**src/rtl/dma_wb_writer.sv**
```systemverilog
// dma_wb_writer: buffers accelerator result words in a small FIFO and writes
// them to DRAM as single-beat Wishbone cycles over a CPU-programmed byte range.
module dma_wb_writer #(
    parameter int DATA_WIDTH = 32,
    parameter int DEPTH      = 4
) (
    input  logic                  wb_clk_i,
    input  logic                  wb_rst_i,
    input  logic                  cpu_wbs_stb_i,
    input  logic                  cpu_wbs_cyc_i,
    input  logic                  cpu_wbs_we_i,
    input  logic [3:0]            cpu_wbs_sel_i,
    input  logic [31:0]           cpu_wbs_adr_i,
    input  logic [31:0]           cpu_wbs_dat_i,
    input  logic                  acc_res_valid_i,
    input  logic [DATA_WIDTH-1:0] acc_res_data_i,
    output logic                  acc_res_ready_o,
    output logic                  dram_wbs_stb_i,
    output logic                  dram_wbs_cyc_i,
    output logic                  dram_wbs_we_i,
    output logic [3:0]            dram_wbs_sel_i,
    output logic [31:0]           dram_wbs_adr_i,
    output logic [DATA_WIDTH-1:0] dram_wbs_dat_i,
    input  logic                  dram_wbs_ack_o,
    output logic                  busy_o,
    output logic                  done_o,
    output logic                  cmd_err_o
);
    localparam int AW = $clog2(DEPTH);
    typedef enum logic [1:0] {IDLE, WAIT, WRITE, DONE} state_t;
    state_t                state_q;
    logic [7:0]            cur_addr_q, end_addr_q;
    logic [6:0]            total_q, accepted_q;
    logic [DATA_WIDTH-1:0] mem_q [DEPTH];
    logic [AW-1:0]         rd_ptr_q, wr_ptr_q;
    logic [AW:0]           count_q;
    logic                  err_q;
    logic                  cmd, full, empty, push, pop, wr;
    logic [7:0]            base_d, end_d, span;
    logic                  unused_ok;
    assign unused_ok = ^{cpu_wbs_sel_i, cpu_wbs_adr_i[15:0], cpu_wbs_dat_i[31:16]};
    assign cmd    = cpu_wbs_cyc_i & cpu_wbs_stb_i & cpu_wbs_we_i & (cpu_wbs_adr_i[31:16] == 16'h3601);
    assign base_d = cpu_wbs_dat_i[15:8] & 8'hFC;
    assign end_d  = cpu_wbs_dat_i[7:0] & 8'hFC;
    assign span   = end_d - base_d;
    assign full   = count_q == (AW+1)'(DEPTH);
    assign empty  = count_q == '0;
    assign wr     = state_q == WRITE;
    assign acc_res_ready_o = (state_q == WAIT || wr) && !full && (accepted_q < total_q);
    assign push   = acc_res_valid_i & acc_res_ready_o;
    assign pop    = wr & dram_wbs_ack_o;
    // Bus outputs decode straight from the state register so an async reset drops them at once
    assign dram_wbs_stb_i = wr;
    assign dram_wbs_cyc_i = wr;
    assign dram_wbs_we_i  = wr;
    assign dram_wbs_sel_i = {4{wr}};
    assign dram_wbs_adr_i = wr ? {10'h1E0, 12'd0, 2'd3, cur_addr_q} : '0;
    assign dram_wbs_dat_i = wr ? mem_q[rd_ptr_q] : '0;
    assign busy_o    = state_q != IDLE;
    assign done_o    = state_q == DONE;
    assign cmd_err_o = err_q;

    always_ff @(posedge wb_clk_i) begin
        if (push) mem_q[wr_ptr_q] <= acc_res_data_i;
    end

    always_ff @(posedge wb_clk_i or posedge wb_rst_i) begin
        if (wb_rst_i) begin
            state_q    <= IDLE;
            cur_addr_q <= '0;
            end_addr_q <= '0;
            total_q    <= '0;
            accepted_q <= '0;
            rd_ptr_q   <= '0;
            wr_ptr_q   <= '0;
            count_q    <= '0;
            err_q      <= 1'b0;
        end else begin
            err_q   <= cmd && state_q != IDLE;
            count_q <= count_q + (AW+1)'(push) - (AW+1)'(pop);
            if (push) begin
                wr_ptr_q   <= wr_ptr_q + AW'(1);
                accepted_q <= accepted_q + 7'd1;
            end
            if (pop) rd_ptr_q <= rd_ptr_q + AW'(1);
            case (state_q)
                IDLE: if (cmd) begin
                    cur_addr_q <= base_d;
                    end_addr_q <= end_d;
                    total_q    <= {1'b0, span[7:2]} + 7'd1;
                    accepted_q <= '0;
                    state_q    <= WAIT;
                end
                WAIT: if (!empty) state_q <= WRITE;
                WRITE: if (dram_wbs_ack_o) begin
                    cur_addr_q <= cur_addr_q + 8'd4;
                    state_q    <= (cur_addr_q == end_addr_q) ? DONE : WAIT;
                end
                DONE: state_q <= IDLE;
            endcase
        end
    end
endmodule

```
**config.mk**
```make
export PLATFORM = sky130hd
export DESIGN_NAME = dma_wb_writer
export DESIGN_NICKNAME = d
export VERILOG_FILES = /design/src/rtl/dma_wb_writer.sv
export SDC_FILE = /design/constraint.sdc
export NUM_CORES = 1
export LEC_CHECK = 0
export BUFFER_PORTS_ARGS = -buffer_cell sky130_fd_sc_hd__buf_2
export CORE_ASPECT_RATIO = 0.5
export CORE_UTILIZATION = 54
export CTS_CLUSTER_DIAMETER = 50
export DETAILED_ROUTE_END_ITERATION = 10
export GPL_TIMING_DRIVEN = 0
export PLACE_DENSITY = 0.8
export SETUP_SLACK_MARGIN = 0.05
export SLEW_MARGIN = 25
export SYNTH_ARGS = -nofsm -noshare
export SYNTH_HDL_FRONTEND = slang
export SYNTH_SLANG_ARGS = --single-unit
```
**constraint.sdc**
```tcl
create_clock -name wb_clk_i -period 3.9 [get_ports wb_clk_i]
set_clock_uncertainty 0.05 [all_clocks]
set_input_delay 0.195 -clock wb_clk_i [delete_from_list [all_inputs] [get_ports wb_clk_i]]
set_output_delay 0.195 -clock wb_clk_i [all_outputs]
set_load 0.005 [all_outputs]
```
**Word level (Yosys, flattened, before mapping)**

Memory sizes are Yosys's and may differ from the RTL's.
Index checks and enable logic that the tools add are counted.

- Register bits after elaboration: 38
- RAM bits: 128
- Input port bits: 107
- Output and inout port bits: 75
- Memories kept: 1

Memory list:

| name | depth | width | rd ports | clocked after memory_dff | wr ports | RTL line | text |
|---|---|---|---|---|---|---|---|
| mem_q | 4 | 32 | 1 | 0 | 1 | 34 | `logic [DATA_WIDTH-1:0] mem_q [DEPTH];` |

- Add/sub/neg operators: 8
- $lt $le $gt $ge: 1
- Equality and inequality tests: 9
- Muxes and demuxes: 15
- Bitwise gates (word level): 5
- Reductions and logical operators: 12

Operator list:

| cell | count |
|---|---|
| 32-bit 2-to-1 mux | 1 |
| 31-bit 2-to-1 mux | 1 |
| 7-bit 2-to-1 mux | 3 |
| 16-bit by 14-bit == test with 1-bit output, second input constant | 1 |
| 8-bit 2-to-1 mux | 2 |
| 8-bit case mux with 2 select lines | 1 |
| 8-bit by 3-bit adder with 8-bit output, second input constant | 1 |
| 8-bit == test | 1 |
| 2-bit 2-to-1 mux | 4 |
| 2-bit case mux with 4 select lines | 1 |
| 8-bit subtractor | 1 |
| 6-bit by 1-bit adder with 7-bit output, second input constant | 1 |
| 7-bit by 1-bit adder with 7-bit output, second input constant | 1 |
| 7-bit less-than comparator | 1 |
| 2-bit inequality test, second input constant | 3 |
| 3-bit AND reduction | 2 |
| 1-bit AND | 5 |
| 2-bit by 1-bit adder with 2-bit output, second input constant | 2 |
| 2-bit == test, second input constant | 2 |
| 2-bit nonzero test | 2 |
| 3-bit by 1-bit adder with 3-bit output | 1 |
| 3-bit == test, second input constant | 1 |
| 1-bit logical AND | 3 |
| 3-bit logical NOT | 1 |
| 7 further kinds | 8 |

**Longest topological paths before layout**

Gate-level depths: netlist (run 1).

- Word-level depth: 8
- Depth in mapped cells: 14
- Mapped depth without buffers: 14

**Worst setup path before layout (run 1)**

OpenSTA, ideal clock, no wires.

- Kind: register to register
- Start: register accepted_q[4]
- End: register count_q[2]
- Setup time: 0.080 ns
- Data arrival time: 2.635 ns
- Setup slack: 1.135 ns
- Stages on the path, launching flop included: 14
- Path buffers: 0
- Path through: dfrtp_1 ha_1 a21o_1 a21oi_1 o21ai_1 a21oi_4 inv_1 ha_1 inv_1 ha_1 inv_1 fa_1 xnor2_1 xnor2_1

- Cells in the longest elaborated chain, start to end: 5

Ends and longest elaborated chain:

| item | RTL line | text |
|---|---|---|
| from (decl) | 33 | `logic [6:0] total_q, accepted_q;` |
| from (signal assigned) | 83 | `accepted_q <= accepted_q + 7'd1;` |
| 7-bit less-than comparator | 49 | `assign acc_res_ready_o = (state_q == WAIT \|\| wr) && !full && (accepted_q < total_q);` |
| 1-bit logical AND | 49 |  |
| 1-bit AND | 50 | `assign push = acc_res_valid_i & acc_res_ready_o;` |
| 3-bit by 1-bit adder with 3-bit output | 80 | `count_q <= count_q + (AW+1)'(push) - (AW+1)'(pop);` |
| 3-bit by 1-bit subtractor with 3-bit output | 80 |  |
| to (signal assigned) | 80 |  |
| to (decl) | 36 | `logic [AW:0] count_q;` |

Every way passes these cells.
A chain may end at the register's enable or synchronous reset.

**Final worst setup path (run 1)**

Same ends and word-level chain as after synthesis.

==> run_results.csv, run 1 <==
group,metric,value,unit
status,status,"finished, final reports clean",
timing,rsz0062_at_grt,"false",
setup_path,cp_slowest_cell,"dfrtp_1",
synth,synth_cell_types,54,
layout,num-fill-cells,929,
floorplanning,core,13700,um^2
timing,fmax,0.325,GHz
global_route,grt_usage,0.230,
detailed_routing,drtIter0Drc,275,
detailed_routing,wire_per_inst,16.8,um
floorplanning,die_width,170,um
setup_path,r2r_end,"count_q[2]$_DFF_PP0_",
power_and_ir_drop,ir_drop,0.378,mV
place,placed_cells,854,
setup_path,endpoint_kind,"flop",
setup_path,start_kind,"flop",
timing,fin_ws,827,ps
synth,synth_commonest_cells,"edfxtp_1, and2_1, dfrtp_1",
synth,netlist_instances,517,
place,pre_cts_ws,857,ps
detailed_routing,route.detailed.drc,0,
timing,tightest_slew,675,ps
layout,diodes,0,
layout,area_growth,26.4,%
global_route,grt_max_degree,30,
timing,period_needed,3070,ps
synth,synth_area_per_cell,14.8,um^2
layout,nets,853,
setup_path,critPathTopFamily,"adder cells",
setup_path,cp_cell_sequence,"ha_1 -> a21o_1 -> a21oi_1 -> o21ai_1 -> a21oi_4 -> inv_1 -> ha_1 -> inv_1 -> ha_1 -> inv_1 -> fa_1 -> xnor2_1 -> xnor2_1",
min_path,min_path_type,"input pin to flop",
synth,ys_top_cells_by_area,"edfxtp_1, dfrtp_1, mux4_2, ha_1, and2_1",
floorplanning,io_pins,182,
detailed_routing,vias,4746,
cts,htree_levels,4,
layout,instances_no_fill,924,
setup_path,crit_path_max_incr_delay,430,ps
synth,async_flop_share,0.220,
setup_path,cp_num_cells,13,
place,gp_congestion,0.890,
detailed_routing,wl,15.5,mm
synth,synth_edf_count,128,
setup_path,startpoint,"accepted_q[4]$_DFF_PP0_",
synth,synth_ff_type,"edfxtp_1",
synth,yosys_warnings,0,
timing,hold_viol_final,0,
synth,yosysTopAreaCell,"edfxtp_1",
timing,drv_slew,0,
timing,timing.final.crit_share,0.788,
layout,drive_gt1_frac,0.335,
setup_path,critical_path_required,4190,ps
setup_path,r2r_cells,13,
floorplanning,die_y,86.1,um
place,port_buffers,121,
detailed_routing,firstDrtPassIters,4,
global_route,grt_pass1_vias,4798,
floorplanning,dieArea,14600,um^2
cts,cts_buffer_depth,2,
setup_path,crit_fanout,10,
floorplanning,fp-row-count,30,
detailed_routing,final_antenna_net_count,0,
cts,clock_latency,420,ps
power_and_ir_drop,power.density,616,nW/um^2
setup_path,endpoint,"count_q[2]$_DFF_PP0_",
synth,synth.cell_area,7630,um^2
detailed_routing,drt-vias-per-instance,5.14,
global_route,overflow,0,
global_route,grt_pass1_wl,24.9,mm
global_route,grt_antenna_before_repair,0,
cts,cts_inserted_buffers,17,
floorplanning,initial_core_util,0.558,
setup_path,r2r_slack,830,ps
cts,clk_root_buffer_cell,"clkbuf_16",
cts,cts_tree,"built",
synth,yosysSeqAreaShare,0.622,
setup_path,worstPathArrival,3360,ps
setup_path,crit_buf_inv,3,
timing,final-setup-viol-count,0,
timing,setup_tns,0,ps
cts,path_clk_slew,70,ps
run,drv_cap,0,
synth,synth_top_area_share,0.504,
setup_path,critical_path_class,"flop to flop",
setup_path,reg2reg_from,"accepted_q[4]$_DFF_PP0_",
cts,clock-sinks,164,
power_and_ir_drop,leakage,3.94,nW
place,dpl.hpwl,10.1,mm
synth,synthMostInstantiatedCell,"edfxtp_1",
timing,timing.slew.headroom,0.550,
synth,synth_seq_cells,164,
[worst min path at each step]
stage	startpoint	end	slack (ps)	cells past startpoint
final	cpu_wbs_dat_i[2]	end_addr_q[2]$_DFFE_PP0P_	30	3
after global routing	cpu_wbs_dat_i[2]	end_addr_q[2]$_DFFE_PP0P_	40	3
after CTS	cpu_wbs_dat_i[2]	end_addr_q[2]$_DFFE_PP0P_	20	3
after detailed placement	wb_rst_i	accepted_q[5]$_DFF_PP0_	70	2
after global placement	acc_res_data_i[11]	mem_q[2][11]$_DFFE_PP_	360	1
after floorplan	acc_res_data_i[0]	mem_q[0][0]$_DFFE_PP_	240	0
[layer usage]
layer,share of wire,track usage
met1,0.44,0.305
met2,0.49,0.384
met3,0.055,0.0452
met4,0.015,0.0811
met5,0,0
[state kept, by name, indices dropped and copies added (netlist names)]
register / count
cur_addr_q: 6
wr_ptr_q: 2
total_q: 7
count_q: 3
cmd_err_o: 1
mem_q: 128
accepted_q: 7
end_addr_q: 6
rd_ptr_q: 2
state_q: 2
[timing repair]
action	in CTS	in global routing
hold buffers	38	0
buffers inserted	0	0
endpoints found under the hold margin	169	0
resized for setup	0	0
[placed cells by master (no fill, tap or decap), types with 3 or more instances in the layout]
| cell | Yosys | layout |
|---|---|---|
| inv_6 | 0 | 3 |
| inv_1 | 26 | 25 |
| or3_1 | 3 | 3 |
| mux4_2 | 32 | 32 |
| buf_4 | 32 | 32 |
| o22ai_1 | 4 | 4 |
| inv_8 | 0 | 5 |
| conb_1 | 1 | 20 |
| and4_1 | 4 | 4 |
| and2_1 | 44 | 40 |
| clkbuf_16 | 0 | 17 |
| buf_16 | 0 | 3 |
| xnor2_1 | 16 | 16 |
| xor2_1 | 9 | 9 |
| a21o_1 | 4 | 4 |
| buf_2 | 8 | 129 |
| dfrtp_1 | 36 | 36 |
| dlygate4sd3_1 | 0 | 38 |
| nand4_1 | 3 | 3 |
| a21oi_1 | 10 | 10 |
| and2_2 | 0 | 4 |
| nor2_1 | 15 | 15 |
| edfxtp_1 | 128 | 128 |
| o21ai_0 | 18 | 18 |
| nand3_1 | 9 | 9 |
| nand2_1 | 34 | 34 |
| a211oi_1 | 5 | 5 |
| clkinv_8 | 0 | 3 |
| clkbuf_1 | 9 | 9 |
| ha_1 | 25 | 25 |
| o31ai_1 | 3 | 3 |
[tightest hold or removal path, stage by stage]
cell     delay (ps)
buf_2            90
inv_1            70
o21ai_0          90
[power breakdown]
| part | internal [mW] | switching (mW) |
|---|---|---|
| clock network | 0.858 | 0.777 |
| registers | 2.21 | 0.165 |
| logic | 0.964 | 0.967 |
| total | 4.03 | 1.91 |
[cell type report]
type | count | area (um^2) | area share
Tap cell | 192 | 240 | 0.0249
Inverter | 26 | 97.6 | 0.0101
Clock inverter | 15 | 160 | 0.0166
Buffer | 51 | 322 | 0.0334
Sequential cell | 164 | 4740 | 0.492
Clock buffer | 17 | 425 | 0.0441
Timing Repair Buffer | 164 | 1110 | 0.115
Multi-Input combinational cell | 295 | 2540 | 0.264
[kinds of logic after synthesis]
kind of cell | count (synthesis) | share of synthesized area
other | 1 | 0.000491
flip-flops | 164 | 0.622
adder cells (fa/ha/maj) | 27 | 0.0462
XOR/XNOR | 25 | 0.0287
buffers and inverters | 77 | 0.0549
AO/OA/AOI/OAI | 58 | 0.0495
AND/OR/NAND/NOR | 132 | 0.102
multiplexers | 33 | 0.0958
[metrics by stage]
| step | cell area (um^2) | total power [mW] | utilization | hold WS, ps |
|---|---|---|---|---|
| 2_1_floorplan | 7700 | 3.68 | - | 244 |
| 3_3_place_gp | 8550 | 4.20 | 0.626 | 357 |
| 3_5_place_dp | 8670 | 4.31 | 0.635 | 70.5 |
| 4_1_cts | 9640 | 5.99 | 0.706 | 19.9 |
| 5_1_grt | 9640 | 6.28 | 0.706 | 35.5 |
| 6_report | 9640 | 5.94 | 0.706 | 30.1 |
Note: power is estimated with default switching activity, not from simulation.
==> run 2, diff against run 1 <==
==> constraint.sdc (replaced) <==
create_clock -name wb_clk_i -period 2.87 [get_ports wb_clk_i]
set_clock_uncertainty 0.05 [all_clocks]
set_input_delay 0.1435 -clock wb_clk_i [delete_from_list [all_inputs] [get_ports wb_clk_i]]
set_output_delay 0.1435 -clock wb_clk_i [all_outputs]
set_load 0.005 [all_outputs]
==> run 2 against run 1 <==
Compared with the run above:
- core utilization grew 0.73 points
- sequential cell count is the same
- worst hold slack improved by 18 ps
- sequential power is 36% higher
- via count grew 1.9%
- sequential share of layout area is 0.49 points lower
==> run_results.csv, run 2 (synthesis results as in run 1) <==
group,metric,value,unit
place,placed_area,8670,um^2
detailed_routing,drt-vias-per-instance,5.20,
global_route,grt_antenna_before_repair,0,
timing,fmax,0.368,GHz
layout,top_regs,"mem_q (128), accepted_q (7), total_q (7)",
detailed_routing,drtIter0Drc,271,
timing,final-setup-viol-count,0,
timing,drv_slew,0,
setup_path,cp_slowest_cell,"dfrtp_1",
timing,rsz0062_at_grt,"true",
floorplanning,initial_core_util,0.558,
timing,hold_viol_final,0,
place,dpl.hpwl,10.1,mm
layout,top_register,"mem_q",
place,placed_cells,854,
detailed_routing,route.detailed.drc,0,
power_and_ir_drop,ir_drop,0.521,mV
layout,area_growth,27.7,%
cts,path_clk_slew,70,ps
cts,htree_levels,4,
floorplanning,fp-row-count,30,
detailed_routing,wire_per_inst,17.0,um
cts,cts_inserted_buffers,17,
timing,timing.slew.headroom,0.556,
cts,clock_latency,420,ps
setup_path,critical_path_required,3120,ps
setup_path,cp_cell_sequence,"ha_1 -> a21o_1 -> a21oi_2 -> o21ai_4 -> a21oi_4 -> inv_1 -> ha_1 -> inv_1 -> ha_1 -> inv_1 -> fa_2 -> xnor2_2 -> xnor2_1",
layout,diodes,0,
setup_path,endpoint_kind,"flop",
setup_path,critical_path_class,"flop to flop",
floorplanning,die_y,86.1,um
setup_path,start_kind,"flop",
global_route,grt_pass1_vias,4840,
floorplanning,dieArea,14600,um^2
global_route,grt_usage,0.232,
floorplanning,io_pins,182,
min_path,min_path_type,"input pin to flop",
timing,period_needed,2710,ps
power_and_ir_drop,leakage,3.99,nW
power_and_ir_drop,power.density,844,nW/um^2
layout,largest_reg_flops,128,
timing,tightest_slew,666,ps
place,gp_congestion,0.890,
layout,layout_commonest_cell,"buf_2",
floorplanning,core,13700,um^2
global_route,grt_pass1_wl,25.2,mm
cts,clk_root_buffer_cell,"clkbuf_16",
detailed_routing,vias,4837,
cts,cts_buffer_depth,2,
place,pre_cts_ws,-173,ps
detailed_routing,firstDrtPassIters,5,
place,port_buffers,121,
layout,nets,859,
floorplanning,die_width,170,um
layout,final_area,9740,um^2
global_route,overflow,0,
setup_path,crit_path_max_incr_delay,430,ps
detailed_routing,wl,15.8,mm
timing,timing.final.crit_share,0.946,
detailed_routing,final_antenna_net_count,0,
layout,final_cell_mix,"buf_2, edfxtp_1, and2_1, dlygate4sd3_1, buf_4",
setup_path,worstPathArrival,2970,ps
timing,fin_ws,156,ps
run,drv_cap,0,
setup_path,crit_fanout,4,
layout,drive_gt1_frac,0.351,
global_route,grt_max_degree,30,
cts,clock-sinks,164,
cts,cts_tree,"built",
status,status,"finished, final reports clean",
layout,instances_no_fill,930,
==> run 2: changes by cell type in the layout (fill, tap and decap cells not counted), moves of 2 or more <==
cell / delta
and2_2: -3
buf_4: +4
and2_4: +3
clkbuf_2: +2
dlygate4sd3_1: +2
==> run 2: path summary, 6_finish.rpt <==
check                                          start                        end  slack, ps  cells past startpoint
max                          accepted_q[4]$_DFF_PP0_       count_q[2]$_DFF_PP0_        160                     13
min                                cpu_wbs_adr_i[30]        cmd_err_o$_DFF_PP0_         50                      4
max reg2reg                  accepted_q[4]$_DFF_PP0_       count_q[2]$_DFF_PP0_        160                     13
min reg2reg                end_addr_q[5]$_DFFE_PP0P_  end_addr_q[5]$_DFFE_PP0P_        450                      2
max in group asynchronous                   wb_rst_i     state_q[1]$_DFFE_PP0P_       2220                      4
min in group asynchronous                   wb_rst_i    accepted_q[5]$_DFF_PP0_        120                      3
==> run 2: layout make-up <==
type                       count  area (um^2)
fill                         909         3920
clock inverter                15          160
tap                          192          240
multi-input combinational    295         2590
buffer                        51          324
timing repair buffer         170         1160
sequential                   164         4750
inverter                      26         97.6
clock buffer                  17          425
==> run 2: stage by stage <==
| step | hold WS (ps) | total power, mW | utilization | TNS (ps) |
|---|---|---|---|---|
| CTS | 30.9 | 8.19 | 0.710 | 0 |
| floorplan | 192 | 5.01 | - | 0 |
| global placement | 306 | 5.71 | 0.626 | -77540 |
| detailed placement | 19.0 | 5.86 | 0.635 | -199 |
| global route | 56.1 | 8.66 | 0.713 | 0 |
| finish | 48.2 | 8.22 | 0.713 | 0 |
==> run 2: metal layers <==
| layer | part of all wire | vias up | global-route usage | routed length [um] |
|---|---|---|---|---|
| li1 | - | 2278 | - | - |
| met1 | 0.43 | 2365 | 0.308 | 6850 |
| met2 | 0.49 | 168 | 0.390 | 7810 |
| met3 | 0.055 | 26 | 0.0448 | 864 |
| met4 | 0.017 | 0 | 0.0794 | 269 |
| met5 | 0 | - | 0 | 0 |
==> run 2: critical path: cells and delay by family, from the launching register on <==
family | cells | cell delay [ps]
compound gates | 4 | 640
xor+xnor | 2 | 280
fa+ha+maj | 4 | 1040
buf+inv | 3 | 160
flops | 1 | 430
==> run 2: what timing repair did <==
action	4_1_cts	5_1_grt
resized for setup	8	8
pin swaps	0	3
endpoints found under the hold margin	171	0
hold buffers	40	0
buffers inserted	1	3
setup endpoints to repair	56	43
==> run 2: report_power, final <==
part	internal [mW]	leakage [nW]	switching, mW
Sequential	3.00	1.61	0.229
Combinational	1.39	2.09	1.37
Clock	1.17	0.284	1.06
Total	5.56	3.99	2.66
